`src/rtl/hpt_image_drawer.sv`:
```
// rtl/hpt_image_drawer.sv - one-hot image select to ROM-swept VGA pixel plotter
module hpt_image_drawer #(
  parameter int IMG_W  = 160,
  parameter int IMG_H  = 120,
  parameter int X_W    = 8,
  parameter int Y_W    = 7,
  parameter int ADDR_W = 15,
  parameter int COL_W  = 3
) (
  input  logic              clk,
  input  logic              reset,
  input  logic [9:0]        image,
  input  logic [COL_W-1:0]  rom_data,
  output logic [3:0]        rom_sel,
  output logic [ADDR_W-1:0] rom_addr,
  output logic [X_W-1:0]    x,
  output logic [Y_W-1:0]    y,
  output logic [COL_W-1:0]  colour,
  output logic              plot,
  output logic              busy,
  output logic              done,
  output logic              err
);

  localparam logic [1:0] S_IDLE  = 2'd0;
  localparam logic [1:0] S_DRAW  = 2'd1;
  localparam logic [1:0] S_FLUSH = 2'd2;
  localparam logic [1:0] S_DONE  = 2'd3;

  localparam logic [ADDR_W-1:0] LAST_ADDR = ADDR_W'(IMG_W * IMG_H - 1);
  localparam logic [X_W-1:0]    X_LAST    = X_W'(IMG_W - 1);

  logic [1:0]        state_q, state_d;
  logic [9:0]        last_drawn_q, last_drawn_d;
  logic [3:0]        rom_sel_q, rom_sel_d;
  logic [ADDR_W-1:0] rom_addr_q, rom_addr_d;
  logic [X_W-1:0]    xa_q, xa_d, x_q, x_d;
  logic [Y_W-1:0]    ya_q, ya_d, y_q, y_d;
  logic [COL_W-1:0]  colour_q, colour_d;
  logic              plot_q, plot_d;
  logic              busy_q, busy_d;
  logic              done_q, done_d;
  logic              err_q, err_d;
  logic              image_valid;
  logic [3:0]        image_idx;

  // Exactly-one-bit test and one-hot to bank index encoder
  always_comb begin
    image_valid = (image != 10'd0) && ((image & (image - 10'd1)) == 10'd0);
    image_idx   = 4'd0;
    for (int k = 0; k < 10; k++) begin
      if (image[k]) image_idx = 4'(k);
    end
  end

  // Frame sequencer: address/coordinate sweep with the plot stage one cycle behind the ROM
  always_comb begin
    state_d      = state_q;
    last_drawn_d = last_drawn_q;
    rom_sel_d    = rom_sel_q;
    rom_addr_d   = rom_addr_q;
    xa_d         = xa_q;
    ya_d         = ya_q;
    x_d          = x_q;
    y_d          = y_q;
    busy_d       = busy_q;
    plot_d       = 1'b0;
    done_d       = 1'b0;
    err_d        = ~image_valid;
    // The ROM word on the bus during a plot cycle is the colour being plotted; keep it for the hold value
    colour_d     = plot_q ? rom_data : colour_q;
    case (state_q)
      S_IDLE: begin
        if (image_valid && (image != last_drawn_q)) begin
          last_drawn_d = image;
          rom_sel_d    = image_idx;
          rom_addr_d   = '0;
          xa_d         = '0;
          ya_d         = '0;
          busy_d       = 1'b1;
          state_d      = S_DRAW;
        end
      end
      S_DRAW: begin
        plot_d = 1'b1;
        x_d    = xa_q;
        y_d    = ya_q;
        if (rom_addr_q == LAST_ADDR) begin
          state_d = S_FLUSH;
        end else begin
          rom_addr_d = rom_addr_q + 1'b1;
          if (xa_q == X_LAST) begin
            xa_d = '0;
            ya_d = ya_q + 1'b1;
          end else begin
            xa_d = xa_q + 1'b1;
          end
        end
      end
      S_FLUSH: begin
        busy_d  = 1'b0;
        done_d  = 1'b1;
        state_d = S_DONE;
      end
      S_DONE: begin
        state_d = S_IDLE;
      end
      default: begin
        state_d = S_IDLE;
      end
    endcase
  end

  // State and output registers; reset clears last_drawn so the current code is redrawn
  always_ff @(posedge clk or posedge reset) begin
    if (reset) begin
      state_q      <= S_IDLE;
      last_drawn_q <= '0;
      rom_sel_q    <= '0;
      rom_addr_q   <= '0;
      xa_q         <= '0;
      ya_q         <= '0;
      x_q          <= '0;
      y_q          <= '0;
      colour_q     <= '0;
      plot_q       <= 1'b0;
      busy_q       <= 1'b0;
      done_q       <= 1'b0;
      err_q        <= 1'b0;
    end else begin
      state_q      <= state_d;
      last_drawn_q <= last_drawn_d;
      rom_sel_q    <= rom_sel_d;
      rom_addr_q   <= rom_addr_d;
      xa_q         <= xa_d;
      ya_q         <= ya_d;
      x_q          <= x_d;
      y_q          <= y_d;
      colour_q     <= colour_d;
      plot_q       <= plot_d;
      busy_q       <= busy_d;
      done_q       <= done_d;
      err_q        <= err_d;
    end
  end

  assign rom_sel  = rom_sel_q;
  assign rom_addr = rom_addr_q;
  assign x        = x_q;
  assign y        = y_q;
  assign colour   = plot_q ? rom_data : colour_q;
  assign plot     = plot_q;
  assign busy     = busy_q;
  assign done     = done_q;
  assign err      = err_q;

endmodule

```
`config.mk`:
```
export PLATFORM = sky130hd
export DESIGN_NAME = hpt_image_drawer
export DESIGN_NICKNAME = d
export VERILOG_FILES = /design/src/rtl/hpt_image_drawer.sv
export SDC_FILE = /design/constraint.sdc
export NUM_CORES = 1
export LEC_CHECK = 0
export CELL_PAD_IN_SITES_DETAIL_PLACEMENT = 0
export CELL_PAD_IN_SITES_GLOBAL_PLACEMENT = 1
export CORE_MARGIN = 1.5
export CORE_UTILIZATION = 38
export DETAILED_ROUTE_END_ITERATION = 8
export GPL_TIMING_DRIVEN = 0
export PLACE_DENSITY = 0.77
export SKIP_CTS_REPAIR_TIMING = 1
export SLEW_MARGIN = 20
export SYNTH_ARGS = -nofsm -noshare
export SYNTH_HDL_FRONTEND = slang
export SYNTH_SLANG_ARGS = --single-unit
```
`constraint.sdc`:
```
create_clock -name clk -period 2.3 [get_ports clk]
set_clock_uncertainty 0.15 [all_clocks]
set_input_delay 0.46 -clock clk [delete_from_list [all_inputs] [get_ports clk]]
set_output_delay 0.46 -clock clk [all_outputs]
set_load 0.02 [all_outputs]
```
==> results.md <==
- Top-area cell type share of the netlist area: 0.479
- Hold Crit Class: in -> reg
- Initial DRC count: about 160
- Max-slew violation count: 0
- Main flop type after synthesis: dfrtp_1
- Leakage: 2.16 nW
- Total number of vias: roughly 3,000
- Final Instance Area: 5040 sq um
- CP max-delay cell: or4_4
- Hold path cells: 2
- Unrepaired setup endpoints after global routing: true
- Setup CP Type: in -> reg
- Setup slack, reg-to-reg: -0.25 ns
- Worst slack at placement: -1.25 ns
- All-Layer GR Usage: 0.179
- # nets final: between 400 and 500
- Power after layout: ~5 mW
- Port buffer count: 52
- Max cap viols: 0
- Die ar.: about 9900 sq um
- Met3 Use GR: 0.0422
- Die Wd: ~100 um
- Worst path top cell family by delay: compound AO/OA/AOI/OAI gates
- Synth top area cells: dfrtp_1 48%, mux2_2 7.0%, o31ai_1 4.0%
- Final Wtd Congestion: about 0.77
- CTS Buffer Depth: 2
- Power per standard cell area: slightly below 1000 nW/um^2
- Critical path capture point type: register
- Post-synthesis cell count: ~330
- Clock latency on the worst-skew pair: 0.35 ns
- Hold Path End: last_drawn_q[2]
- Synth warn: 0
- First-pass GRT wire length: ~14,000 um
- Clk sinks: 68
- Vias per cell: 5.68
- Syn_area_per_cell: 10.9 sq um
- Vias in the first global route: 2,800
- Largest net degree at the start of global routing: 29
- Net Count, Synth: about 350
- Crit path cell chain: buf_8 -> or4_4 -> o41a_1 -> o21ai_4 -> a31oi_4 -> buf_6 -> buf_8 -> buf_4 -> o31ai_1 -> a21oi_2
- Biggest area consumer among synthesized cells: dfrtp_1
- Commonest non-fill, non-tap cell in the layout: dfrtp_1
- Post-layout minimum cycle time: ~2.7 ns
- Maximum VDD drop: roughly 0.53 mV
- Setup WS post-layout: -0.394 ns
- CTS tree: yes
- Num rows: 35
- Peak Freq: roughly 370 MHz
- Drt first pass iters: 4
- Post-detail-place hpwl: approximately 6000 um
- Most frequent cells in the layout: 67 x dfrtp_1, 42 x clkdlybuf4s50_1, 20 x nand2_1, 19 x a21oi_2
- Clk slew on worst S/H paths: approximately 0.070 ns
- Sequential area share after synthesis: 0.479
- M2 GR Usage: 0.280
- N_diodes: 0
- Total negative slack: -15.10 ns
- Initial Utilization: 0.388
- Total gr overflow: 0
- Num ports: 56
- Layout cells sized above 1: 0.334
- Detail Route Antenna Nets: 0
- Violated checks: negative setup slack
- Yosys reg bits: about 70
- Wire length per cell: 17.3 um
- R2r worst-path depth: 7
- CP required: between 2 and 2.5 ns
- Final Hold Viols: 0
- Number of antenna violations at the first check in global routing: 0
- Total Wirelength: 9110 um
- Post-synth cell types: 58
- Slew @ Worst Pin: 0.502 ns
- CTS Buf Count: 9
- RR Endpoint: rom_addr[13]
- Core area: between 9000 and 10,000 sq um
- CP peak stage delay: 0.58 ns
- Worst path bufs/invs: 4
- Mapped cell area: ~3500 sq um
- Crit share post-route: 1.17
- Critical Path Fanout Max: 7
- Placed cell area: 4380 sq um
- Final hold slack: approximately 0.23 ns
- Origin of the critical flop-to-flop path: rom_addr[0]
- Critical Path AT: 2.77 ns
- Synthesis-to-finish area growth: 41.9%
- Most used cell, CP: buf_8
- Setup violators final: 47
- GR peak layer: met2
- Status: complete, but fails checks
- Vert. Die Dim: 99.7 um
- Max H-tree Level: 3
- CTS root buffer: clkbuf_8
- Hold Path Origin: image[2]
- Worst setup SP type: input pin
- Number of remaining DRC errors: 0
- EDFF count, synth: 0
- Synth async-reset ratio: 1.00
- Met1 usage: 0.244
- Max-slew headroom: 0.663
cell usage after synthesis, types with 2 or more instances:
| master | count |
|---|---|
| nand2_1 | 20 |
| xor2_1 | 8 |
| nor2_1 | 10 |
| o31ai_1 | 19 |
| nor2b_1 | 2 |
| buf_2 | 2 |
| xnor2_1 | 3 |
| buf_6 | 3 |
| o21ai_0 | 4 |
| mux2_1 | 8 |
| nor3_1 | 2 |
| clkbuf_1 | 6 |
| nand4_1 | 9 |
| inv_1 | 14 |
| mux2i_1 | 3 |
| dfrtp_1 | 68 |
| nor4_1 | 7 |
| buf_1 | 3 |
| nand2b_1 | 2 |
| mux2_2 | 22 |
| nand3_1 | 8 |
| nand3b_1 | 2 |
| a21oi_1 | 23 |
| o21ai_1 | 11 |
| buf_4 | 4 |
| o21bai_1 | 2 |
| or4_1 | 18 |
| ha_1 | 6 |
| and3_1 | 8 |
cell families after synthesis:
family                   Yosys count  share of synthesized area
AO/OA/AOI/OAI                     77                      0.153
AND/OR/NAND/NOR                   97                      0.164
adder cells (fa/ha/maj)            7                     0.0240
buffers and inverters             32                     0.0451
flip-flops                        68                      0.479
XOR/XNOR                          11                     0.0271
multiplexers                      34                      0.108
sequential cells by signal, indices dropped and copies added, names as in the netlist:
name and cells:
colour_q 3, y 7, ya_q 7, rom_sel 4, done 1, x 8
plot 1, busy 1, last_drawn_q 10, rom_addr 15, state_q 2, xa_q 8
err 1
through the flow:
stage                     utilization  cells
after floorplan                     -    326
after global placement          0.474    489
after detailed placement        0.479    491
after CTS                       0.496    505
after global routing            0.550    527
final                           0.550    527
power breakdown:
group	total (mW)	internal, mW	switching (mW)
clock network	0.843	0.403	0.440
registers	1.66	1.45	0.215
logic	2.49	1.16	1.34
total	5.00	3.01	1.99
layout make-up:
type	count	area [sq um]
multi-input cells	226	2020
well taps	111	139
clock buffers	11	141
inverters	14	56.3
fillers	785	4120
plain buffers	18	150
flip-flops and latches	68	1700
clock inverters	3	15.0
repair buffers	76	810
how the worst max path moves through the flow:
stage,startpoint,end,cells after the start
floorplan,image[1],state_q[1],8
finish,image[0],ya_q[5],10
CTS,rom_addr[0],rom_addr[8],8
global placement,image[2],rom_addr[3],9
global route,image[0],ya_q[5],10
detailed placement,image[2],rom_addr[8],9
per-layer routing:
| layer | share of wire | vias to the layer above |
|---|---|---|
| li1 | - | 1405 |
| met1 | 0.48 | 1514 |
| met2 | 0.48 | 65 |
| met3 | 0.034 | 10 |
| met4 | 0.013 | 0 |
| met5 | 0 | - |
(Power assumes the default switching activity.)
==> RTL change, RTL diff (same settings) <==
Set the parameter `X_W` to 9 (it was 8).
--- a/src/rtl/hpt_image_drawer.sv
+++ b/src/rtl/hpt_image_drawer.sv
@@ -2,7 +2,7 @@
 module hpt_image_drawer #(
   parameter int IMG_W  = 160,
   parameter int IMG_H  = 120,
-  parameter int X_W    = 8,
+  parameter int X_W    = 9,
   parameter int Y_W    = 7,
   parameter int ADDR_W = 15,
   parameter int COL_W  = 3
Ports: changed (resized x); port bits go from 56 to 57. No check against the original RTL was run, so the function may have changed too.
==> RTL change against the unedited design <==
- critical path type unchanged
- area after synthesis rose by 0.28%
- global-route usage down 0.88 points
- power rose by 2.8%
- the run still ends with setup timing left
- non-clock buffer count rose by 7
- final area rose by 1.5%
- largest power group unchanged
- sequential cell count rose by 2
- wire length decreased by 1.4%
- highest routed layer unchanged
- setup slack gained 0.080 ns
==> RTL change: results (changes against the unedited design) <==
status=complete, but fails checks; violated checks=setup timing; vias in the first global route=2,721 (-2.8%); GR Util met3=0.0313 (-0.0108); Leakage=0.00214 uW (-1.2%); met2 GRT Util=0.250 (-0.0307); Critical path origin=image[2]; largest net degree at the start of global routing=32 (+10%); Hold EP=last_drawn_q[1]; final worst setup slack=-0.315 ns (+0.0797 ns); post-synthesis net count=350 (+0.86%); Place WS=-1.17 ns (+0.0862 ns); setup_tns=-7.30 ns (+7.80 ns); sequential element share of the synthesized area=0.492 (+0.0127); Placed Area=4320 sq um (-1.3%); synth top area cells=dfrtp_1, mux2_2, o31ai_1; CP endpoint=rom_addr[3]; # setup viols final=44 (-6.4%); HPWL Detailed=5800 um (-3.1%); Routed met1 length=4400 um (+1.4%); Placed Cells=494 (+0.61%); share of cells above drive strength 1=0.366 (+0.0317); All-Layer GR Usage=0.170 (-0.00881); WL met3=247 um (-20%); Syn Inst Count=329 (+0.92%); VDD IR-drop max=0.442 mV (-17%); met2 wire length=4230 um (-2.7%); GP Congestion=0.848 (+10%); nets=439 (+1.2%); WL per Instance=16.9 um (-2.3%); number of distinct library cells after synthesis=49 (-16%); GRT met1 Usage=0.250 (+0.00584)
-- RTL change: area by class of cell --
type	instances	area (sq um)	area share
inverter	11	45.0	0.00881
multi-input combinational	225	2030	0.397
clock buffer	13	169	0.0330
tap	111	139	0.0272
buffer	21	173	0.0338
clock inverter	1	5.00	0.000979
timing repair buffer	80	798	0.156
sequential	70	1750	0.343
-- RTL change: critical path: stages --
cell and delay [ns]:
buf_8 0.10, or4_4 0.57, a2111oi_4 0.39, or3_4 0.22, a31oi_4 0.16, buf_6 0.19
or4_4 0.49, a21oi_2 0.15
-- RTL change: where the power goes --
group / switching [uW] / leakage, uW / internal, uW
logic: 1410 / 0.00110 / 1160
registers: 199 / 0.000945 / 1470
clock network: 442 / 0.0000914 / 467
-- RTL change: cells by family after synthesis --
kind of cell    after synthesis  share of synthesized area
buf+inv                      34                     0.0439
simple gates                102                      0.169
mux                          35                      0.110
compound gates               71                      0.137
xor+xnor                     10                     0.0246
fa+ha+maj                     7                     0.0239
flops                        70                      0.492
